File: src/rtl/pmp_req_arbiter.sv
// Purpose : arbitrates fetch and load/store PMP check requests onto one shared
//           checker. LSU has fixed priority, and a starving fetch gets priority
//           once it has waited STARVE_LIMIT cycles.
// Latency : 1 cycle. The request is accepted and checked in cycle N, and the
//           response is valid in cycle N+1.
// Backpressure: one response slot. A new request is granted only in IDLE, or in
//           the cycle the pending response is taken (resp_ready=1), so full
//           throughput is one response per cycle.
//
// Ports:
//   clk, rst                                : clock and synchronous active-high reset
//   if_req_valid/if_req_ready/if_addr       : fetch request (size 2'b10, oper X = 2'b10)
//   lsu_req_valid/lsu_req_ready/lsu_addr,
//   lsu_size, lsu_we                        : load/store request (oper 2'b01 store, 2'b00 load)
//   priv_mode                               : privilege, forwarded on chk_priv
//   chk_addr/chk_size/chk_oper/chk_priv     : drive the shared checker (zero when there is no grant)
//   chk_perm                                : checker result, 2'b11 = allowed
//   resp_valid/resp_ready/resp_id,
//   resp_fault/resp_cause                   : response (id 0 = fetch, 1 = LSU)
// Optional: define PMP_FAULT_LATCH_EN to add the fault_valid/fault_addr/fault_clear
//   sticky first-fault capture.
module pmp_req_arbiter #(
  parameter int unsigned STARVE_LIMIT = 3
) (
  input  logic        clk,
  input  logic        rst,
  input  logic        if_req_valid,
  output logic        if_req_ready,
  input  logic [31:0] if_addr,
  input  logic        lsu_req_valid,
  output logic        lsu_req_ready,
  input  logic [31:0] lsu_addr,
  input  logic [1:0]  lsu_size,
  input  logic        lsu_we,
  input  logic [1:0]  priv_mode,
  output logic [31:0] chk_addr,
  output logic [1:0]  chk_size,
  output logic [1:0]  chk_oper,
  output logic [1:0]  chk_priv,
  input  logic [1:0]  chk_perm,
`ifdef PMP_FAULT_LATCH_EN
  output logic        fault_valid,
  output logic [31:0] fault_addr,
  input  logic        fault_clear,
`endif
  output logic        resp_valid,
  input  logic        resp_ready,
  output logic        resp_id,
  output logic        resp_fault,
  output logic [1:0]  resp_cause
);

  typedef enum logic {IDLE = 1'b0, RESP = 1'b1} state_e;

  localparam logic [2:0] STARVE_MAX = 3'(STARVE_LIMIT);

  state_e      state_q, state_d;
  logic [2:0]  starve_q, starve_d;
  logic        resp_valid_q, resp_valid_d;
  logic        resp_id_q, resp_id_d;
  logic        resp_fault_q, resp_fault_d;
  logic [1:0]  resp_cause_q, resp_cause_d;
`ifdef PMP_FAULT_LATCH_EN
  logic        fault_valid_q, fault_valid_d;
  logic [31:0] fault_addr_q, fault_addr_d;
`endif

  logic can_grant;
  logic grant_if;
  logic grant_lsu;
  logic grant;
  logic perm_fault;

  // Grant selection and checker drive
  always_comb begin
    // The response slot is free when idle, or when it drains this very cycle.
    can_grant = !rst && ((state_q == IDLE) || ((state_q == RESP) && resp_ready));
    grant_if  = can_grant && if_req_valid &&
                ((starve_q == STARVE_MAX) || !lsu_req_valid);
    grant_lsu = can_grant && lsu_req_valid && !grant_if;
    grant     = grant_if || grant_lsu;

    chk_addr = 32'h0;
    chk_size = 2'b00;
    chk_oper = 2'b00;
    chk_priv = 2'b00;
    if (grant_if) begin
      chk_addr = if_addr;
      chk_size = 2'b10;
      chk_oper = 2'b10;
      chk_priv = priv_mode;
    end else if (grant_lsu) begin
      chk_addr = lsu_addr;
      chk_size = lsu_size;
      chk_oper = {1'b0, lsu_we};
      chk_priv = priv_mode;
    end

    perm_fault = (chk_perm != 2'b11);
  end

  // Next-state logic
  always_comb begin
    // The counter stops at the limit. Stopping there keeps the equality test
    // true for as long as fetch stays blocked, even across long response stalls.
    if (!if_req_valid || grant_if) begin
      starve_d = 3'd0;
    end else if (starve_q != STARVE_MAX) begin
      starve_d = starve_q + 3'd1;
    end else begin
      starve_d = starve_q;
    end

    state_d      = state_q;
    resp_valid_d = resp_valid_q;
    resp_id_d    = resp_id_q;
    resp_fault_d = resp_fault_q;
    resp_cause_d = resp_cause_q;
    if (grant) begin
      state_d      = RESP;
      resp_valid_d = 1'b1;
      resp_id_d    = grant_lsu;
      resp_fault_d = perm_fault;
      resp_cause_d = chk_perm;
    end else if ((state_q == RESP) && resp_ready) begin
      state_d      = IDLE;
      resp_valid_d = 1'b0;
    end

`ifdef PMP_FAULT_LATCH_EN
    fault_valid_d = fault_valid_q;
    fault_addr_d  = fault_addr_q;
    if (fault_clear) begin
      fault_valid_d = 1'b0;
    end
    // A fault arriving together with the clear wins over the clear.
    if (grant && perm_fault && (!fault_valid_q || fault_clear)) begin
      fault_valid_d = 1'b1;
      fault_addr_d  = chk_addr;
    end
`endif
  end

  always_ff @(posedge clk) begin
    if (rst) begin
      state_q       <= IDLE;
      starve_q      <= 3'd0;
      resp_valid_q  <= 1'b0;
      resp_id_q     <= 1'b0;
      resp_fault_q  <= 1'b0;
      resp_cause_q  <= 2'b00;
`ifdef PMP_FAULT_LATCH_EN
      fault_valid_q <= 1'b0;
      fault_addr_q  <= 32'h0;
`endif
    end else begin
      state_q       <= state_d;
      starve_q      <= starve_d;
      resp_valid_q  <= resp_valid_d;
      resp_id_q     <= resp_id_d;
      resp_fault_q  <= resp_fault_d;
      resp_cause_q  <= resp_cause_d;
`ifdef PMP_FAULT_LATCH_EN
      fault_valid_q <= fault_valid_d;
      fault_addr_q  <= fault_addr_d;
`endif
    end
  end

  assign if_req_ready  = grant_if;
  assign lsu_req_ready = grant_lsu;
  assign resp_valid    = resp_valid_q;
  assign resp_id       = resp_id_q;
  assign resp_fault    = resp_fault_q;
  assign resp_cause    = resp_cause_q;
`ifdef PMP_FAULT_LATCH_EN
  assign fault_valid   = fault_valid_q;
  assign fault_addr    = fault_addr_q;
`endif

endmodule

File: config.mk
export PLATFORM = sky130hd
export DESIGN_NAME = pmp_req_arbiter
export DESIGN_NICKNAME = d
export VERILOG_FILES = /design/src/rtl/pmp_req_arbiter.sv
export SDC_FILE = /design/constraint.sdc
export NUM_CORES = 1
export LEC_CHECK = 0
export CAP_MARGIN = 20
export CORE_MARGIN = 4
export CORE_UTILIZATION = 23
export DETAILED_ROUTE_END_ITERATION = 7
export PLACE_DENSITY = 0.89
export SYNTH_ARGS = -nofsm -noshare
export SYNTH_HDL_FRONTEND = slang
export SYNTH_SLANG_ARGS = --single-unit
File: constraint.sdc
create_clock -name clk -period 2.2 [get_ports clk]
set_input_delay 0.44 -clock clk [delete_from_list [all_inputs] [get_ports clk]]
set_output_delay 0.44 -clock clk [all_outputs]
set_load 0.1 [all_outputs]
==> results list, run 1 <==
- The run stopped with a tool error.
* Last step reached: 4_1_cts
- The first error in the log reads "[ERROR DPL-0033] detailed placement checks failed during check placement".
* GP Congestion: approximately 0.89
- Die boundary width: around 66 um
* Hold-fix buffer count after cts: 0
* Root buf cell: sky130_fd_sc_hd__clkbuf_4
- In this run the cell area of the synthesized design comes to just under 800 um^2.
* Effective utilization at floorplan: 24.7%
- In this run the number of H-tree levels came out at 1.
- Of all flip-flops after synthesis, the portion carrying an async set or reset was 0%.
- Chip height: 66.2 um
- The clock passes through at most 2 buffers.
- Main synth FF type: sky130_fd_sc_hd__dfxtp_1
* Average cell area after synthesis: between 9 and 10 um^2
- Main area contributors after synthesis: sky130_fd_sc_hd__a22o_1 (30%), sky130_fd_sc_hd__dfxtp_1 (21%), sky130_fd_sc_hd__buf_6 (8.7%)
- Once the clock tree was built, the setup fixing pass inserted 9 buffers.
- Detailed placement finished with a half-perimeter wire length of between 5 and 6 mm.
* Leading area contributor after synthesis: sky130_fd_sc_hd__a22o_1
* Fraction of the yosys area taken by sequential cells: about 21%
- Area share of the largest cell type after synthesis: roughly 30%
- Number of instances in the synthesized netlist: 85
- Count of warnings emitted by yosys: 0
- Total nets after synthesis: 163
* Number of port buffers: 120
- Resized cells post-CTS: 20
- Number of synthesized register bits: 8
- Once placement completed, the tool counted placed cells totaling 254.
- TritonCTS Buffers: 3
- Row generation in the floorplan step produced 20 rows.
- Counting distinct cell types in the post-synthesis netlist gives 27.
- Post-synth EDFFs: 0
- IO Count: between 100 and 150
- Synth top cells by count: sky130_fd_sc_hd__a22o_1 (27), sky130_fd_sc_hd__dfxtp_1 (8), sky130_fd_sc_hd__buf_6 (6), sky130_fd_sc_hd__a22o_2 (5), sky130_fd_sc_hd__nor2_1 (5)
- Clock net sink count: 8
- Among all cell types in the netlist, the one instantiated most often is sky130_fd_sc_hd__a22o_1.
## per-stage QoR
stage	hold slack (ps)	instance area, um^2	setup TNS (ps)	utilization, %	worst slack, ps
after detailed placement	493	2770	-10490	87.8	-322
after global placement	464	2770	-5620	87.8	-187
after floorplan	454	1080	-248	-	-30.3
## cells by family after synthesis
family	count (synthesis)	share of synthesized area, %
muxes	1	1.28
DFF	8	20.5
and+or+nand+nor	22	17.7
buffers and inverters	10	11.2
adders and majority gates	2	3.21
xor gates and xnor gates	1	1.12
AOI/OAI and AO/OA	41	44.9
==> inputs of run 2 (changes only) <==
--- a/config.mk
+++ b/config.mk
@@ -6,10 +6,10 @@
 export NUM_CORES = 1
 export LEC_CHECK = 0
 export CAP_MARGIN = 20
-export CORE_MARGIN = 4
-export CORE_UTILIZATION = 23
+export CORE_AREA = 4 4 65 67
 export DETAILED_ROUTE_END_ITERATION = 7
-export PLACE_DENSITY = 0.89
+export DIE_AREA = 0 0 69 71
+export PLACE_DENSITY_LB_ADDON = 0.15
 export SYNTH_ARGS = -nofsm -noshare
 export SYNTH_HDL_FRONTEND = slang
 export SYNTH_SLANG_ARGS = --single-unit
==> run 2 against run 1 <==
Against the previous run:
- the flow now finishes, with violations (negative setup slack)
- area after synthesis unchanged
- synthesized cell count is the same
==> results list, run 2 <==
- After detailed routing, the average wire length per cell comes to approximately 23 um.
* Final slew viol count: 0
- The effective utilization at floorplan is 21.5% (-3.3 points).
- Gate power share: between 70% and 80%
- Number of instances in the placed design: 256 (+0.79%)
- CTS clock-pin slew for the worst setup and hold paths: 50 ps
- The final reports fail on negative setup slack.
- Root buf cell: sky130_fd_sc_hd__clkbuf_8
- IR analysis of the VDD net gives a maximum drop of approximately 0.4 mV.
- Area share of the largest cell type after synthesis: 30.3% (unchanged)
* Netlist area before placement: 779 um^2 (unchanged)
- Crit path DAT: 1930 ps
- Overflow left after global routing: 0
- By count the netlist is led by sky130_fd_sc_hd__a22o_1 (27), sky130_fd_sc_hd__dfxtp_1 (8), sky130_fd_sc_hd__buf_6 (6), sky130_fd_sc_hd__a22o_2 (5), sky130_fd_sc_hd__nor2_1 (5).
- Main area contributors after synthesis: sky130_fd_sc_hd__a22o_1 (30%), sky130_fd_sc_hd__dfxtp_1 (21%), sky130_fd_sc_hd__buf_6 (8.7%)
* Largest driver fanout on the critical path: 8
- First-pass GRT wire length: roughly 9.0 mm
- The number of instances in the synthesized netlist is 85 (unchanged).
- Detail Placement HPWL: 4.38 mm (-17%)
* Fraction of layout instances using a drive strength above 1: a little over half
- Compared with the post-synthesis result, the final layout area differs by 292%.
* Min-delay worst type: reg -> reg
* Number of nets in the final layout: ~300
- Entering global routing, the biggest net connects 20 pins.
- Tmin final: between 2000 and 2500 ps
- The average footprint of a synthesized cell came to 9.17 um^2 (unchanged).
- The most used flip-flop cell after synthesis is sky130_fd_sc_hd__dfxtp_1.
* Leading area contributor after synthesis: sky130_fd_sc_hd__a22o_1
- Fraction of the yosys area taken by sequential cells: 20.5% (unchanged)
- Number of endpoints failing setup at the final stage: 37
* Clock latency of the later-clocked register in the worst-skew pair: approximately 240 ps
- # diodes: 0
- Maximum single-stage delay on the critical path: between 300 and 400 ps
- Via density: just over 5
- Chip height: 71 um (+7.2%)
* GP Congestion: 0.899 (+0.66%)
- Of the available clock period, the critical path in the final layout requires 108%.
* Tot GR Track Use: between 20% and 30%
* Post-synth EDFFs: 0 (unchanged)
- The finished cells cover about 3100 um^2.
- Register with the most flip-flops: starve_q
- The total number of placement rows was 22 (+10%).
- The register with the most flip-flops in the layout has 3 of them.
* Area of the core region: roughly 3600 um^2
- Commonest non-fill, non-tap cell in the layout: sky130_fd_sc_hd__clkdlybuf4s50_1
* Sequential share of power: between 10% and 20%
- Power per cell area: about 420 nW/um^2
* Post-DRT Antenna Nets: 0
- Data required time at the worst endpoint: about 1800 ps
- Setup repair after global routing could not meet its margin everywhere.
* Clk buf depth: 2 (unchanged)
- Cell with the biggest individual delay on the critical path: sky130_fd_sc_hd__dfxtp_2
- Adding up every negative setup slack in the final design gives -4990 ps.
* Total power: between 0.001 and 0.0015 W
- The analysis attributes to net switching a power of 0.000602 W.
- By instance count, the leading cell after synthesis is sky130_fd_sc_hd__a22o_1.
- The number of top-level design ports was 121 (unchanged).
* Ordered list of cells on the worst path: ha_4 -> ha_4 -> nor2b_4 -> nor4b_4 -> buf_6 -> buf_8 -> buf_16 -> a41o_4 -> buf_12
- Die boundary width: 69 um (+4.2%)
- Clock skew: roughly 11 ps
* Number of max-capacitance violations reported: 0
- Total nets after synthesis: 163 (unchanged)
- Buffers plus inverters on the worst setup path: 4
- TritonCTS clock tree: yes
- The proportion of synthesized flip-flops having asynchronous set or reset came to 0% (unchanged).
- TritonCTS Buffers: 3 (unchanged)
- Clock net sink count: 8 (unchanged)
* Antenna violations before repair: 0
- For this run, design rule violations remaining after detail routing come to 0.
- Summed over all cells, the static leakage comes to about 1.3 nW.
- Switching portion of total power: a little under half
* Top cell family by delay on the critical path: buffers and inverters
- The critical path is of the reg -> out type.
- The post-placement cell area came to 2750 um^2 (-0.81%).
- Critical Path End Type: output port
- Most frequent CP cell: sky130_fd_sc_hd__ha_4
* Transition time at the pin with the least slew margin: 306 ps
- The distinct cell type count of the synthesized netlist came to 27 (unchanged).
- After detailed routing, the total wire length is about 6.3 mm.
* Hold-fix buffer count after cts: 0 (unchanged)
- The finished layout holds roughly 270 standard cells, fillers aside.
* Vias in the first global route: about 1500
* Via Count: around 1400
* Final WS setup: -167 ps
* Cell internal power dissipation: between 0.0006 and 0.0007 W
- Most used cells in the layout excluding fill and tap cells: sky130_fd_sc_hd__clkdlybuf4s50_1 (71), sky130_fd_sc_hd__buf_12 (45), sky130_fd_sc_hd__a22o_4 (32), sky130_fd_sc_hd__buf_4 (15)
- Iteration-0 DRC count of the detailed router: 65
- Fmax achieved: roughly 0.42 GHz
- Clock H-tree levels: 1 (unchanged)
* Sort of element at the start of the critical path: flop
* Number of synthesized register bits: 8 (unchanged)
- Fraction of power consumed by the clock network: between 10% and 20%
- Die Outline Area: between 4000 and 5000 um^2
- The flow ran to the end, but the final reports show violations.
* Detailed-routing iteration count for the pre-antenna-repair pass: 4
- The count of buffers inserted at the top-level ports was 120 (unchanged).
* Max-Slew Margin vs Limit: about four fifths
- The count of yosys warnings during synthesis was 0 (unchanged).
- The number of failing hold endpoints at the final stage came to 0.
run 2: cell counts after synthesis:
No cell type changed its count.
run 2: power by group through the flow:
stage | sequential, W | combinational [W] | clock [W]
2_1_floorplan | 0.000212 | 0.000448 | 0
3_3_place_gp | 0.000162 | 0.000869 | 0
3_5_place_dp | 0.000163 | 0.000883 | 0
4_1_cts | 0.000160 | 0.000915 | 0.000195
5_1_grt | 0.000161 | 0.000960 | 0.000204
6_report | 0.000160 | 0.000939 | 0.000195
run 2: worst paths after layout:
check / start / end / slack, ps / cells after the start
worst max-delay path: starve_q[0]$_SDFFE_PP0N_ / chk_size[1] / -170 / 9
worst min-delay path: resp_id$_SDFFE_PP0P_ / resp_id$_SDFFE_PP0P_ / 520 / 2
worst max register to register: starve_q[0]$_SDFFE_PP0N_ / resp_id$_SDFFE_PP0P_ / 680 / 8
worst min register to register: resp_id$_SDFFE_PP0P_ / resp_id$_SDFFE_PP0P_ / 520 / 2
run 2: logic make-up after synthesis:
| group | Yosys count | synth area share (%) |
|---|---|---|
| AO/OA/AOI/OAI | 41 | 44.9 |
| XOR/XNOR | 1 | 1.12 |
| adder cells (fa/ha/maj) | 2 | 3.21 |
| buffers and inverters | 10 | 11.2 |
| flip-flops | 8 | 20.5 |
| multiplexers | 1 | 1.28 |
| AND/OR/NAND/NOR | 22 | 17.7 |
run 2: cell type report:
type | instances | area (um^2)
Clock buffer | 4 | 45.0
Tap cell | 48 | 60.1
Sequential cell | 8 | 166
Inverter | 2 | 7.51
Fill cell | 193 | 574
Timing Repair Buffer | 143 | 1920
Multi-Input combinational cell | 67 | 863
run 2: worst reg2reg max path, delay by kind of cell (launching register included):
kind / cells / cell delay, ps
buf+inv: 3 / 410
flops: 1 / 340
simple gates: 3 / 380
fa+ha+maj: 2 / 290
run 2: what timing repair did:
action,4_1_cts,5_1_grt
buffers inserted,7,0
resized for setup,23,8
gates cloned,3,2
pin swaps,5,5
endpoints found under the setup margin,40,38
run 2: metrics by stage:
step | worst slack [ps] | utilization [%] | hold slack, ps
floorplan | -30.3 | - | 454
global placement | -239 | 75.6 | 465
detailed placement | -311 | 75.6 | 489
CTS | -143 | 81.9 | 501
global route | -229 | 84.2 | 547
finish | -167 | 84.2 | 517
run 2: metal layers:
| layer | GRT usage, % | wire length [um] | vias to the layer above |
|---|---|---|---|
| met5 | 0 | 0 | - |
| met4 | 3.25 | 78 | 0 |
| met3 | 4.97 | 466 | 10 |
| met2 | 45.6 | 3490 | 88 |
| met1 | 25.8 | 2250 | 655 |
| li1 | - | - | 626 |
No activity file was read; power rests on OpenSTA's default activity.
